===== src/rtl/clock_period_meter_pkg.sv =====
// Shared definitions for the clock period meter: state encodings and the
// default timeout / stability tolerance.
package clock_period_meter_pkg;

    localparam logic [1:0] IDLE_CODE = 2'd0;
    localparam logic [1:0] ARM_CODE  = 2'd1;
    localparam logic [1:0] MEAS_CODE = 2'd2;

    typedef enum logic [1:0] {
        ST_IDLE = IDLE_CODE,
        ST_ARM  = ARM_CODE,
        ST_MEAS = MEAS_CODE
    } state_t;

    localparam int unsigned DEFAULT_TIMEOUT = 1000000;
    localparam int unsigned DEFAULT_TOL     = 0;

endpackage


===== src/rtl/sig_sync_edge.sv =====
// Synchronizes an asynchronous level into clk and derives single-cycle
// rise/fall strobes from the synchronized value and its one-cycle delay.
module sig_sync_edge #(
    parameter int SYNC_STAGES = 2
) (
    input  logic clk,
    input  logic rst_n,
    input  logic sig_in,
    input  logic rearm,
    output logic s,
    output logic rise,
    output logic fall
);

    localparam int STAGES = (SYNC_STAGES < 2) ? 2 : SYNC_STAGES;

    logic [STAGES-1:0] sync_reg;
    logic              s_d_reg;

    genvar gi;
    generate
        for (gi = 0; gi < STAGES; gi++) begin : g_sync
            if (gi == 0) begin : g_first
                always_ff @(posedge clk or negedge rst_n) begin
                    if (!rst_n) sync_reg[gi] <= 1'b0;
                    else        sync_reg[gi] <= sig_in;
                end
            end else begin : g_rest
                always_ff @(posedge clk or negedge rst_n) begin
                    if (!rst_n) sync_reg[gi] <= 1'b0;
                    else        sync_reg[gi] <= sync_reg[gi-1];
                end
            end
        end
    endgenerate

    assign s = sync_reg[STAGES-1];

    // s_d is reloaded from s every cycle, so rearm only has to mask the edge
    // strobes while the meter is being armed: a level already high is never a rise.
    always_ff @(posedge clk or negedge rst_n) begin
        if (!rst_n) s_d_reg <= 1'b0;
        else        s_d_reg <= s;
    end

    assign rise = s & ~s_d_reg & ~rearm;
    assign fall = ~s & s_d_reg & ~rearm;

endmodule


===== src/rtl/clock_period_meter.sv =====
// Measures period and high time of a slow toggling signal in clk cycles,
// with a stability flag across consecutive periods and a no-edge timeout.
module clock_period_meter
    import clock_period_meter_pkg::*;
#(
    parameter int          WIDTH       = 32,
    parameter int          SYNC_STAGES = 2,
    parameter int unsigned TIMEOUT     = DEFAULT_TIMEOUT,
    parameter int unsigned TOL         = DEFAULT_TOL
) (
    input  logic             clk,
    input  logic             rst_n,
    input  logic             en,
    input  logic             sig_in,
    output logic [WIDTH-1:0] period,
    output logic [WIDTH-1:0] high_time,
    output logic             period_valid,
    output logic             stable,
    output logic             timeout,
    output logic             busy
);

    localparam logic [WIDTH-1:0] TIMEOUT_W = WIDTH'(TIMEOUT);
    localparam logic [WIDTH-1:0] TOL_W     = WIDTH'(TOL);
    localparam logic [WIDTH-1:0] ONE_W     = WIDTH'(1);

    state_t           state_reg, state_next;
    logic [WIDTH-1:0] cnt_reg, cnt_next;
    logic [WIDTH-1:0] hi_reg, hi_next;
    logic [WIDTH-1:0] prev_reg, prev_next;
    logic             have_prev_reg, have_prev_next;
    logic [WIDTH-1:0] period_reg, period_next;
    logic [WIDTH-1:0] high_reg, high_next;
    logic             valid_reg, valid_next;
    logic             stable_reg, stable_next;
    logic             timeout_reg, timeout_next;

    logic             rise;
    logic             fall;
    logic             sig_level_unused;
    logic             rearm;
    logic [WIDTH-1:0] diff;

    assign rearm = (state_reg == ST_IDLE);

    sig_sync_edge #(
        .SYNC_STAGES(SYNC_STAGES)
    ) u_sync (
        .clk    (clk),
        .rst_n  (rst_n),
        .sig_in (sig_in),
        .rearm  (rearm),
        .s      (sig_level_unused),
        .rise   (rise),
        .fall   (fall)
    );

    always_comb begin
        diff = (cnt_reg >= prev_reg) ? (cnt_reg - prev_reg) : (prev_reg - cnt_reg);
    end

    always_ff @(posedge clk or negedge rst_n) begin
        if (!rst_n) begin
            state_reg     <= ST_IDLE;
            cnt_reg       <= '0;
            hi_reg        <= '0;
            prev_reg      <= '0;
            have_prev_reg <= 1'b0;
            period_reg    <= '0;
            high_reg      <= '0;
            valid_reg     <= 1'b0;
            stable_reg    <= 1'b0;
            timeout_reg   <= 1'b0;
        end else begin
            state_reg     <= state_next;
            cnt_reg       <= cnt_next;
            hi_reg        <= hi_next;
            prev_reg      <= prev_next;
            have_prev_reg <= have_prev_next;
            period_reg    <= period_next;
            high_reg      <= high_next;
            valid_reg     <= valid_next;
            stable_reg    <= stable_next;
            timeout_reg   <= timeout_next;
        end
    end

    // Priority inside each state: disable, then rise, then timeout, then fall.
    always_comb begin
        state_next     = state_reg;
        cnt_next       = cnt_reg;
        hi_next        = hi_reg;
        prev_next      = prev_reg;
        have_prev_next = have_prev_reg;
        period_next    = period_reg;
        high_next      = high_reg;
        valid_next     = 1'b0;
        stable_next    = stable_reg;
        timeout_next   = 1'b0;

        if (!en) begin
            state_next     = ST_IDLE;
            cnt_next       = '0;
            hi_next        = '0;
            stable_next    = 1'b0;
            have_prev_next = 1'b0;
        end else begin
            case (state_reg)
                ST_IDLE: begin
                    cnt_next   = '0;
                    state_next = ST_ARM;
                end
                ST_ARM: begin
                    if (rise) begin
                        state_next     = ST_MEAS;
                        cnt_next       = ONE_W;
                        have_prev_next = 1'b0;
                    end else if (cnt_reg == TIMEOUT_W) begin
                        timeout_next = 1'b1;
                        cnt_next     = '0;
                    end else begin
                        cnt_next = cnt_reg + ONE_W;
                    end
                end
                ST_MEAS: begin
                    if (rise) begin
                        period_next    = cnt_reg;
                        high_next      = hi_reg;
                        valid_next     = 1'b1;
                        // The first period after arming has nothing to compare against.
                        stable_next    = have_prev_reg && (diff <= TOL_W);
                        prev_next      = cnt_reg;
                        have_prev_next = 1'b1;
                        cnt_next       = ONE_W;
                    end else if (cnt_reg == TIMEOUT_W) begin
                        timeout_next = 1'b1;
                        stable_next  = 1'b0;
                        state_next   = ST_ARM;
                        cnt_next     = '0;
                    end else begin
                        cnt_next = cnt_reg + ONE_W;
                        if (fall) hi_next = cnt_reg;
                    end
                end
                default: begin
                    state_next = ST_IDLE;
                    cnt_next   = '0;
                end
            endcase
        end
    end

    assign period       = period_reg;
    assign high_time    = high_reg;
    assign period_valid = valid_reg;
    assign stable       = stable_reg;
    assign timeout      = timeout_reg;
    assign busy         = (state_reg != ST_IDLE);

endmodule


===== config.mk =====
export PLATFORM = sky130hd
export DESIGN_NAME = clock_period_meter
export DESIGN_NICKNAME = d
export VERILOG_FILES = /design/src/rtl/clock_period_meter_pkg.sv /design/src/rtl/sig_sync_edge.sv /design/src/rtl/clock_period_meter.sv
export SDC_FILE = /design/constraint.sdc
export NUM_CORES = 1
export LEC_CHECK = 0
export ABC_AREA = 1
export CORE_MARGIN = 5
export CORE_UTILIZATION = 56
export DETAILED_ROUTE_END_ITERATION = 12
export HOLD_SLACK_MARGIN = 0.1
export PLACE_DENSITY_LB_ADDON = 0.08
export SLEW_MARGIN = 15
export SYNTH_ARGS = -nofsm -noshare
export SYNTH_HDL_FRONTEND = slang
export SYNTH_HIERARCHICAL = 1
export SYNTH_SLANG_ARGS = --single-unit

===== constraint.sdc =====
create_clock -name clk -period 2.5 [get_ports clk]
set_input_delay 0.375 -clock clk [delete_from_list [all_inputs] [get_ports clk]]
set_output_delay 0.375 -clock clk [all_outputs]
set_load 0.02 [all_outputs]

# Word level (Yosys, flattened, before mapping)
# Cells that the tools add are included.
# Widths: inputs -> output; s select.
# word_totals
regBits	137
input_bits	4
out_inout_bits	68
wordCells	76
# classes
add_sub_neg	3
magnitude_cmp	2
n_eq_ne	13
muxes	30
bitwise	7
reduce_logical	9
# ops
operator	count
$mux 32	10
$sub 32x32->32	2
$add 32x1->32 const B	1
$eq 32x20->1 const B	1
$ge 32x32->1	1
$le 32x1->1 const B	1
$mux 1	14
$ne 3x3->1 const B	4
$reduce_and 3->1	3
$mux 2	4
$ne 3x1->1 const B	2
$pmux 2 s3	1
$and 1x1->1	4
$ne 2x1->1 const B	2
$ne 2x2->1 const B	2
$reduce_and 4->1	1
$not 1->1	3
$eq 2x1->1 const B	1
$eq 2x2->1 const B	1
$logic_not 2->1	1
$pmux 1 s2	1
$reduce_and 2->1	1
$reduce_bool 2->1	1
$reduce_or 2->1	1
$logic_and 1x1->1	1

# Longest topological paths before layout
# logic_depth
depth_word	8
mapped_depth	20
depth_no_buf	20

# Cells and area by module
# Netlist, hierarchy kept.
# by_module_without_submodules
module	n_inst	cells_each	area_per_inst_um2	seq_area_each_um2
clock_period_meter	1	1615	10391.2	3353.2
sig_sync_edge	1	9	97.6	75.1

# Least setup slack after synthesis
# Ideal clock, no wire load.
# synth_timing
kind	register to register
from	reg, netlist name period[2]
to	reg stable_reg, in the netlist stable
setup_time_ns	0.065
arrival_ns	2.187
required_time_ns	2.435
path_slack_ns	0.248
path_stages_with_launch	21
n_path_buf	1
synth_period_minus_slack_ns	2.252
cell_sequence	dfrtp_1 inv_1 ha_1 buf_4 nand2_1 inv_1 nand2_1 nand2_1 nand2_1 nand2_1 nand2_1 nand3_1 nand2_1 nand2_2 nand2_1 nand2_1 nor2_1 nand2_1 nor2_1 nand3_1 nand2_1
# synth_rtl
item	line	rtl
end signal, assigned	clock_period_meter.sv:83	stable_reg <= stable_next;
end, declared	clock_period_meter.sv:35	logic stable_reg, stable_next;

==> results.json <==
{
  "run_status": "finished, violations left",
  "violations": "setup timing",
  "peakVddDrop_v": 0.0005119,
  "coreArea_um2": 18580,
  "hold_path.class": "flip-flop to flip-flop",
  "worst_pin_slew_ns": 0.6473,
  "start_util_pct": 56.45,
  "cp-end-kind": "flip-flop",
  "internal-power_mw": 7.178,
  "first_pass_iters": 6,
  "wl_um": 34810,
  "dpl_cell_area_um2": 12220,
  "drtIter0Drc": 1009,
  "htree_levels": 4,
  "postSynthCellCount": 1624,
  "path_buf_inv": 3,
  "port_buffers": 71,
  "critical_path.cell_chain": "inv_1, ha_2, nand2_1, nor2_2, buf_4, nand2_1, nand2_1, inv_1, nand3_2, nand2_1, nand2_4, nand3_1, nor2_1, nand3_1, nand2_1, nand3_1, nand2_1",
  "power_switching_mw": 6.366,
  "synth_seq_cells": 137,
  "pwr-share-seq_pct": 20.3,
  "fp-row-count": 50,
  "grt_pass1_wl_um": 55440,
  "drive_above_1_share_pct": 13.29,
  "clockRootBuffer": "clkbuf_16",
  "critPathArrivalTime_ns": 2.86,
  "cts.reportedPaths.clkPinSlew_ns": 0.06,
  "rsz0062_at_grt": "yes",
  "ys_seq_area_share_pct": 32.69,
  "antenna_found_initial": 0,
  "design_area_um2": 13150,
  "drc": 0,
  "skew_ns": 0.008787,
  "finalCriticalPeriod_ns": 2.503,
  "powerDensity_nw_per_um2": 1030,
  "dp.final_hpwl_um": 27280,
  "pwr-share-clk_pct": 19.7,
  "crit_family": "simple AND/OR/NAND/NOR gates",
  "avgViaCountPerCell": 5.422,
  "synthesis.area_um2": 10490,
  "grt_max_degree": 70,
  "yosys_warnings": 6,
  "syn2layout_area_growth_pct": 25.32,
  "setup.worst_path.start_class": "flip-flop",
  "cts.sink_count": 137,
  "hold_viol": 0,
  "insertion_delay_ns": 0.42,
  "final.setup.worst_slack_ns": -0.003388,
  "die_height_um": 146.9,
  "cts_buffers": 17,
  "die_width_um": 146.9,
  "pin_count": 72,
  "slew_headroom_pct": 56.84,
  "place.gp.congestion": 0.9783,
  "clockBufferDepth": 2,
  "finalNetCount": 1860,
  "dp_slack_ns": -0.1607,
  "cts_setup_buffers": 0,
  "ys_types": 42,
  "ys.flop_type": "dfrtp_1",
  "synth_area_per_cell_um2": 6.459,
  "maxCapViolCount": 0,
  "synth_enable_flop_cells": 0,
  "combPwrFrac_pct": 59.9,
  "critPathKind": "flip-flop to flip-flop",
  "async_reset_ff_share_pct": 100.0,
  "worstPathRequired_ns": 2.86,
  "power_switching_share_pct": 47.00,
  "path_max_fanout": 8,
  "cp_slowest_cell": "ha_2",
  "final_max_slew_viol_count": 0,
  "synthesis.nets": 1697,
  "cp_slowest_stage_delay_ns": 0.39,
  "grt_pass1_vias": 10730,
  "globalRouteTotalUtil_pct": 32.08,
  "dp.cells": 2001,
  "p_leak_nw": 6.812,
  "die-area_um2": 21570,
  "wl_per_cell_um": 17.11,
  "layout.cells.non_filler": 2034,
  "fmax_ghz": 0.3995,
  "grt.overflow.total": 0,
  "fin_crit_sh_pct": 100.1,
  "crit_top_cell": "nand2_1",
  "cts_tree": "built",
  "final_antenna_net_count": 0,
  "setup_viol": 1,
  "vias": 11030
}
-- power groups by stage --
stage / clock (mW) / sequential, mW / combinational, mW
floorplan: 0 / 3.11 / 4.29
global placement: 0 / 2.75 / 7.47
detailed placement: 0 / 2.78 / 7.54
CTS: 2.70 / 2.74 / 7.66
global route: 2.82 / 2.79 / 8.93
finish: 2.67 / 2.75 / 8.12
-- final cells by class --
type                            count  area, µm²
Tap cell                          234      292.8
Sequential cell                   137       3430
Clock inverter                     13      183.9
Multi-Input combinational cell   1165       6125
Fill cell                        1555       5435
Inverter                          283       1064
Timing Repair Buffer              183       1609
Clock buffer                       18      439.2
Antenna cell                        1      2.502
-- metal layers --
layer	GRT usage [%]	part of all wire, %
met3	4.781	6.0
met2	51.76	47
met1	44.27	44
met5	0	0
met4	11.15	3.2
-- final timing paths --
kind / startpoint / to / slack [ns] / depth (start not counted)
setup / recovery: period[14]$_DFFE_PN0P_ / stable$_DFFE_PN0P_ / -0.003 / 17
hold reg to reg: u_sync/sync_reg[0]$_DFF_PN0_ / u_sync/s$_DFF_PN0_ / 0.35 / 0
setup reg to reg: period[14]$_DFFE_PN0P_ / stable$_DFFE_PN0P_ / -0.003 / 17
max in group asynchronous: rst_n / cnt_reg[26]$_DFF_PN0_ / 1.23 / 3
min in group asynchronous: rst_n / hi_reg[4]$_DFFE_PN0P_ / 0.54 / 2
hold / removal: u_sync/sync_reg[0]$_DFF_PN0_ / u_sync/s$_DFF_PN0_ / 0.35 / 0
-- Yosys cell counts (4+ instances only) --
library cell  instances  share of area (%)
inv_2                 9               0.32
inv_1               273                9.8
nor4_1                9               0.54
a31oi_1               4               0.24
nand2_1             540                 19
nor2_2               10               0.60
nand3_1             117                5.6
ha_1                 69                8.2
buf_1                 4               0.14
o21bai_1              7               0.50
nor3_4                4               0.62
buf_2                10               0.48
nor3_2                4               0.38
o21ai_0              84                4.0
nor3b_1               4               0.29
nand2_2               4               0.24
clkbuf_1             24               0.86
o21ai_1              36                1.7
nor3_1               15               0.72
a21oi_1              69                3.3
xor2_1               17                1.4
dfrtp_1             137                 33
nor2_1              122                4.4
nand4_1              29                1.7
-- cells in the final DEF (no fill, tap or decap), types with 6 or more instances in the layout --
| cell type | count |
|---|---|
| a21oi_1 | 63 |
| ha_1 | 47 |
| nand2_2 | 10 |
| inv_2 | 11 |
| ha_2 | 12 |
| o21ai_0 | 83 |
| inv_1 | 271 |
| nand4_1 | 29 |
| nor3_1 | 15 |
| ha_4 | 10 |
| nand2_1 | 533 |
| a21oi_2 | 6 |
| nor2_2 | 14 |
| nor2_1 | 113 |
| xor2_1 | 17 |
| nand3_1 | 114 |
| clkdlybuf4s50_1 | 70 |
| dfrtp_1 | 136 |
| nor2_4 | 7 |
| clkbuf_16 | 17 |
| o21ai_1 | 36 |
| nor4_1 | 9 |
| buf_4 | 106 |
-- stage by stage --
step | power (mW) | hold slack (ns) | setup TNS, ns | utilization, %
2_1_floorplan | 7.403 | 0.07941 | 0 | -
3_3_place_gp | 10.22 | 0.3350 | -0.1831 | 65.78
3_5_place_dp | 10.31 | 0.3426 | -0.1607 | 65.78
4_1_cts | 13.11 | 0.3574 | 0 | 69.52
5_1_grt | 14.54 | 0.3663 | -0.1585 | 70.73
6_report | 13.54 | 0.3517 | -0.003388 | 70.75
-- repair_timing --
item | 4_1_cts | 5_1_grt
resized for setup | 16 | 54
hold buffers | 1 | 0
pin swaps | 0 | 1
endpoints found under the hold margin | 66 | 0
setup endpoints to repair | 1 | 8
-- kinds of logic (layout without fill, tap and decap cells) --
logic type               count (synthesis)  after routing  synth area share [%]
AO/OA/AOI/OAI                          208            208                 10.38
XOR/XNOR                                19             19                 1.587
adder cells (fa/ha/maj)                 69             69                 8.231
buffers and inverters                  322            497                 11.69
flip-flops                             137            137                 32.69
other                                    0              1                     0
AND/OR/NAND/NOR                        869            869                 35.43
Note: power is estimated with default switching activity, not from simulation.
